--- config.mk ---
export PLATFORM = sky130hd
export DESIGN_NAME = alu_sequencer
export DESIGN_NICKNAME = d
export VERILOG_FILES = /design/src/rtl/alu_sequencer.sv
export SDC_FILE = /design/constraint.sdc
export NUM_CORES = 1
export LEC_CHECK = 0
export CAP_MARGIN = 20
export CORE_MARGIN = 4
export CORE_UTILIZATION = 25
export CTS_BUF_LIST = sky130_fd_sc_hd__clkbuf_8
export CTS_CLUSTER_DIAMETER = 100
export DETAILED_ROUTE_END_ITERATION = 8
export HOLD_SLACK_MARGIN = 0.08
export MAX_ROUTING_LAYER = met4
export PLACE_DENSITY = 0.41
export SYNTH_ARGS = -nofsm -noshare
export SYNTH_HDL_FRONTEND = slang
export SYNTH_SLANG_ARGS = --single-unit
--- constraint.sdc ---
create_clock -name CLK -period 3.5 [get_ports CLK]
set_input_delay 0.7 -clock CLK [delete_from_list [all_inputs] [get_ports CLK]]
set_output_delay 0.7 -clock CLK [all_outputs]
set_load 0.05 [all_outputs]
--- src/rtl/alu_sequencer.sv ---
// alu_sequencer: multi-cycle IDLE/DECODE/EXEC/WB controller issuing register addresses and ALU controls.
// Optional bne (opcode 0x0B) is compiled in when ALU_SEQ_BNE_EN is defined; otherwise 0x0B is illegal.
module alu_sequencer #(
    parameter int              PC_W     = 32,
    parameter int              EXEC_CYC = 2,
    parameter logic [PC_W-1:0] RESET_PC = '0
) (
    input  logic            CLK,
    input  logic            RESET,
    input  logic [31:0]     INSTR,
    input  logic            INSTR_VALID,
    output logic            INSTR_READY,
    input  logic            ZERO,
    output logic [2:0]      READREG1,
    output logic [2:0]      READREG2,
    output logic [2:0]      WRITEREG,
    output logic            WRITEENABLE,
    output logic [2:0]      ALUOP,
    output logic            IMM_SEL,
    output logic            NEG_SEL,
    output logic [7:0]      IMMEDIATE,
    output logic [PC_W-1:0] PC,
    output logic            ILLEGAL,
    output logic [1:0]      STATE_DBG
);

    // Handshake: INSTR is taken on a rising edge where INSTR_VALID && INSTR_READY.
    // INSTR_READY is high only in IDLE, so the source holds VALID/INSTR until that edge.

    typedef enum logic [1:0] {
        S_IDLE   = 2'd0,
        S_DECODE = 2'd1,
        S_EXEC   = 2'd2,
        S_WB     = 2'd3
    } state_e;

    typedef struct packed {
        logic [2:0] aluop;
        logic       imm_sel;
        logic       neg_sel;
        logic       wr;
        logic       jump;
        logic       beq;
        logic       bne;
        logic       illegal;
    } dec_t;

    function automatic dec_t decode(input logic [7:0] op);
        dec_t d;
        d = '0;
        case (op)
            8'h00: begin d.aluop = 3'b000; d.imm_sel = 1'b1; d.wr = 1'b1; end
            8'h01: begin d.aluop = 3'b000; d.wr = 1'b1; end
            8'h02: begin d.aluop = 3'b001; d.wr = 1'b1; end
            8'h03: begin d.aluop = 3'b001; d.neg_sel = 1'b1; d.wr = 1'b1; end
            8'h04: begin d.aluop = 3'b010; d.wr = 1'b1; end
            8'h05: begin d.aluop = 3'b011; d.wr = 1'b1; end
            8'h06: begin d.aluop = 3'b000; d.jump = 1'b1; end
            8'h07: begin d.aluop = 3'b001; d.neg_sel = 1'b1; d.beq = 1'b1; end
            8'h08: begin d.aluop = 3'b100; d.wr = 1'b1; end
            8'h09: begin d.aluop = 3'b101; d.imm_sel = 1'b1; d.wr = 1'b1; end
            8'h0A: begin d.aluop = 3'b110; d.imm_sel = 1'b1; d.wr = 1'b1; end
`ifdef ALU_SEQ_BNE_EN
            8'h0B: begin d.aluop = 3'b001; d.neg_sel = 1'b1; d.bne = 1'b1; end
`else
            8'h0B: d.illegal = 1'b1;
`endif
            default: d.illegal = 1'b1;
        endcase
        return d;
    endfunction

    state_e          state_q, state_d;
    logic [3:0]      cnt_q, cnt_d;
    dec_t            dec_q, dec_d;
    logic [7:0]      off_q, off_d;
    logic            zero_q, zero_d;
    logic            ready_q, ready_d;
    logic [2:0]      rr1_q, rr1_d;
    logic [2:0]      rr2_q, rr2_d;
    logic [2:0]      wreg_q, wreg_d;
    logic [7:0]      imm_q, imm_d;
    logic            we_q, we_d;
    logic            ill_q, ill_d;
    logic [PC_W-1:0] pc_q, pc_d;

    dec_t            dec_in;
    logic [PC_W-1:0] off_ext;
    logic [PC_W-1:0] pc_seq;
    logic [PC_W-1:0] pc_tgt;
    logic            taken;
    logic            unused_src1_hi;

    assign dec_in         = decode(INSTR[31:24]);
    assign unused_src1_hi = ^INSTR[15:11];

    // Branch target is relative to the following instruction; wrap is silent.
    assign off_ext = {{(PC_W-8){off_q[7]}}, off_q};
    assign pc_seq  = pc_q + PC_W'(4);
    assign pc_tgt  = pc_seq + (off_ext << 2);
    assign taken   = dec_q.jump | (dec_q.beq & zero_q) | (dec_q.bne & ~zero_q);

    always_comb begin
        state_d = state_q;
        cnt_d   = cnt_q;
        dec_d   = dec_q;
        off_d   = off_q;
        zero_d  = zero_q;
        ready_d = ready_q;
        rr1_d   = rr1_q;
        rr2_d   = rr2_q;
        wreg_d  = wreg_q;
        imm_d   = imm_q;
        we_d    = 1'b0;
        ill_d   = 1'b0;
        pc_d    = pc_q;
        case (state_q)
            S_IDLE: begin
                if (INSTR_VALID && ready_q) begin
                    dec_d   = dec_in;
                    off_d   = INSTR[23:16];
                    rr1_d   = INSTR[10:8];
                    rr2_d   = INSTR[2:0];
                    wreg_d  = INSTR[18:16];
                    imm_d   = INSTR[7:0];
                    ready_d = 1'b0;
                    state_d = S_DECODE;
                end
            end
            S_DECODE: begin
                cnt_d = '0;
                if (dec_q.illegal) begin
                    ill_d   = 1'b1;
                    state_d = S_WB;
                end else begin
                    state_d = S_EXEC;
                end
            end
            S_EXEC: begin
                // ZERO is only meaningful once the ALU has settled on the last cycle.
                if (cnt_q == 4'(EXEC_CYC - 1)) begin
                    zero_d  = ZERO;
                    we_d    = dec_q.wr;
                    state_d = S_WB;
                end else begin
                    cnt_d = cnt_q + 4'd1;
                end
            end
            S_WB: begin
                pc_d    = taken ? pc_tgt : pc_seq;
                ready_d = 1'b1;
                state_d = S_IDLE;
            end
            default: state_d = S_IDLE;
        endcase
    end

    always_ff @(posedge CLK or negedge RESET) begin
        if (!RESET) begin
            state_q <= S_IDLE;
            cnt_q   <= '0;
            dec_q   <= '0;
            off_q   <= '0;
            zero_q  <= 1'b0;
            ready_q <= 1'b1;
            rr1_q   <= '0;
            rr2_q   <= '0;
            wreg_q  <= '0;
            imm_q   <= '0;
            we_q    <= 1'b0;
            ill_q   <= 1'b0;
            pc_q    <= RESET_PC;
        end else begin
            state_q <= state_d;
            cnt_q   <= cnt_d;
            dec_q   <= dec_d;
            off_q   <= off_d;
            zero_q  <= zero_d;
            ready_q <= ready_d;
            rr1_q   <= rr1_d;
            rr2_q   <= rr2_d;
            wreg_q  <= wreg_d;
            imm_q   <= imm_d;
            we_q    <= we_d;
            ill_q   <= ill_d;
            pc_q    <= pc_d;
        end
    end

    assign INSTR_READY = ready_q;
    assign READREG1    = rr1_q;
    assign READREG2    = rr2_q;
    assign WRITEREG    = wreg_q;
    assign WRITEENABLE = we_q;
    assign ALUOP       = dec_q.aluop;
    assign IMM_SEL     = dec_q.imm_sel;
    assign NEG_SEL     = dec_q.neg_sel;
    assign IMMEDIATE   = imm_q;
    assign PC          = pc_q;
    assign ILLEGAL     = ill_q;
    assign STATE_DBG   = state_q;

endmodule

==> impl_metrics.yaml <==
outcome:
  outcome: "finished, final reports clean"
synthesis:
  synth_ff_type: "dfrtp_1"
  syn_avg_cell_area_um2: 7.85
  synth_cell_type_count: 64
  synth_area_um2: 5570
  synthTopCellsByArea: "dfrtp_1 30%, ha_1 9.9%, nand2_1 9.0%"
  synth_top_area_share_pct: 30.1
  synth-edff-count: 0
  synth_top_area_cell: "dfrtp_1"
  ys_seq_area_share_pct: 30.6
  syn_inst: 709
  synth.ff_latch_count: 68
  ys_warn_count: 0
  synthArstFlopShare_pct: 100
sta:
  setup-violations-final: 0
  setup_ws_ns: 0.163
  fin_skew_ns: 0.0129
  slew_viol_final: 0
  worst_slew_pin_slew_ns: 0.929
  rsz0062_at_grt: "true"
  hold_viol: 0
  hold-worst-slack_ns: 0.455
  fin_crit_ns: 3.34
  setup_tns_ns: 0
  post-route-period-util_pct: 95.4
  fmax_ghz: 0.300
  slew_headroom_pct: 38.1
placed_design:
  place_ws_ns: 0.0394
  port_buffers: 87
  dp_hpwl_mm: 13.7
  gp_congestion: 0.844
  placed_area_um2: 7150
  place_inst: 1106
global_route:
  grt_overflow: 0
  grt_pass1_wl_mm: 29.6
  first_global_vias: 5634
  grtUsageTotal_pct: 15.4
  grt_max_degree: 69
  antenna_found_initial: 0
final_layout:
  areaGrowthSynthToFinish_pct: 33.8
  drive_gt1_share_pct: 16.0
  nFillCells: 2364
  instances_no_fill: 1122
  fin_nets: 918
  diodes: 0
  utilization_pct: 34.0
  mostFrequentLayoutCell: "nand2_1"
  layout_common_cells: "133 x nand2_1, 86 x clkdlybuf4s50_1, 75 x buf_4, 58 x dfrtp_1, 56 x a21oi_1"
  fin_area_um2: 7450
  multi_input_area_um2: 3680
  seq_area_um2: 1710
floorplan:
  initial_core_util_pct: 25.4
  dieArea_um2: 24700
  placeableCoreArea_um2: 21900
  rows: 54
  die_w_um: 157
  die_h_um: 157
  ioPinCount: 95
power_and_ir_drop:
  total_power_mw: 5.97
  p_leak_nw: 3.34
  power.density_nw_per_um2: 801
  vdd_drop_max_mv: 0.384
critical_path:
  startpoint_type: "register"
  required_ns: 3.79
  critPathCaptureType: "register"
  startpoint: "PC[11]"
  crit_fanout: 5
  rr_startpoint: "PC[11]"
  path_class: "register to register"
  worstPathArrival_ns: 3.63
detailed_routing:
  num_vias: 5527
  routed_wl_mm: 18.4
  drtIter0Drc: 277
  dr.pass1.iters: 5
  viasPerCell: 4.93
  post-route-drc-count: 0
  wl_per_cell_um: 16.4
  drtAntennaViolNets: 0
clock_network:
  cts_root_buffer: "clkbuf_8"
  tritoncts: "done"
  cts_setup_buffers: 0
  cts_made_buffers: 9
  h-tree-depth: 3
  clk_pin_slew_ns: 0.10
  cts_sinks: 68
  cts_hold_buf: 0
  cts.path.max_buffers: 2
  clk_latency_ns: 0.37
flow_run:
  drv_cap: 0
min_path:
  hp-class: "input port to asynchronous set/reset pin"
-- routing by layer --
layer  GRT usage, %  wire (µm)  vias up  share of wire (%)
met5              -          0        -                  0
met4           3.15        186        0                1.0
met3           3.33        759       13                4.1
met2           25.9       9020      122                 49
met1           19.2       8460     2631                 46
li1               -          -     2761                  -
-- cell usage after synthesis, types with 8 or more instances --
cell      count
clkbuf_1     26
and3_1       14
nor3_1       13
ha_1         44
buf_4        12
nand4_1      19
o21ai_0      52
xnor2_1      28
dfrtp_1      67
xor2_1       21
inv_1        20
nand3_1      28
nor2_1       43
a21o_1       15
and2_1        8
nand2_1     133
a21oi_1      61
-- power by group --
group	internal, mW	switching [mW]	total [mW]
logic	1.50	2.46	3.96
registers	1.05	0.217	1.27
clock network	0.342	0.401	0.743
total	2.89	3.08	5.97
-- critical path, stage by stage (launching register included) --
cell and delay [ns]:
dfrtp_2 0.37, and4_2 0.27, nand4_1 0.29, nor2_2 0.26, and2_1 0.17, nand3_1 0.16, xnor2_1 0.18, ha_1 0.37
a21oi_1 0.10, nor2b_1 0.19, a2111oi_2 0.06, a211o_1 0.35, nand4b_1 0.11, o21ai_1 0.08, nor3_2 0.18, xnor2_1 0.14
-- final cells by class --
| type | count | share of cell area (%) |
|---|---|---|
| Clock buffer | 9 | 1.66 |
| Clock inverter | 7 | 1.11 |
| Inverter | 20 | 1.01 |
| Multi-Input combinational cell | 577 | 49.4 |
| Sequential cell | 68 | 23.0 |
| Tap cell | 280 | 4.70 |
| Timing Repair Buffer | 161 | 19.1 |
-- registers in the layout, summed over array words and instances (netlist names), 2 cells and up --
| register | flops |
|---|---|
| cnt_q | 4 |
| READREG1 | 3 |
| dec_q | 4 |
| PC | 30 |
| off_q | 8 |
| READREG2 | 2 |
| IMMEDIATE | 6 |
| ALUOP | 3 |
| STATE_DBG | 2 |
-- logic make-up (layout without fill, tap and decap cells) --
family	after synthesis	in the layout	share of synthesized area [%]
AOI/OAI and AO/OA	192	192	21.4
xor gates and xnor gates	49	49	7.71
adders and majority gates	45	45	10.2
buffers and inverters	65	197	5.33
DFF	68	68	30.6
muxes	3	3	0.562
other	1	2	0.0674
and+or+nand+nor	286	286	24.1
-- worst paths after layout --
path / to / cells past startpoint / slack [ns]
setup / recovery: PC[31] / 15 / 0.16
hold reg to reg: PC[31] / 1 / 0.48
max in group asynchronous: PC[11] / 1 / 2.38
setup reg to reg: PC[31] / 15 / 0.16
min in group CLK: PC[31] / 1 / 0.48
hold / removal: PC[24] / 1 / 0.45
-- timing repair --
item,in CTS,in global routing
hold endpoints to repair,0,0
gates resized for setup,0,26
endpoints found under the setup margin,0,7
No activity file was read; power rests on OpenSTA's default activity.
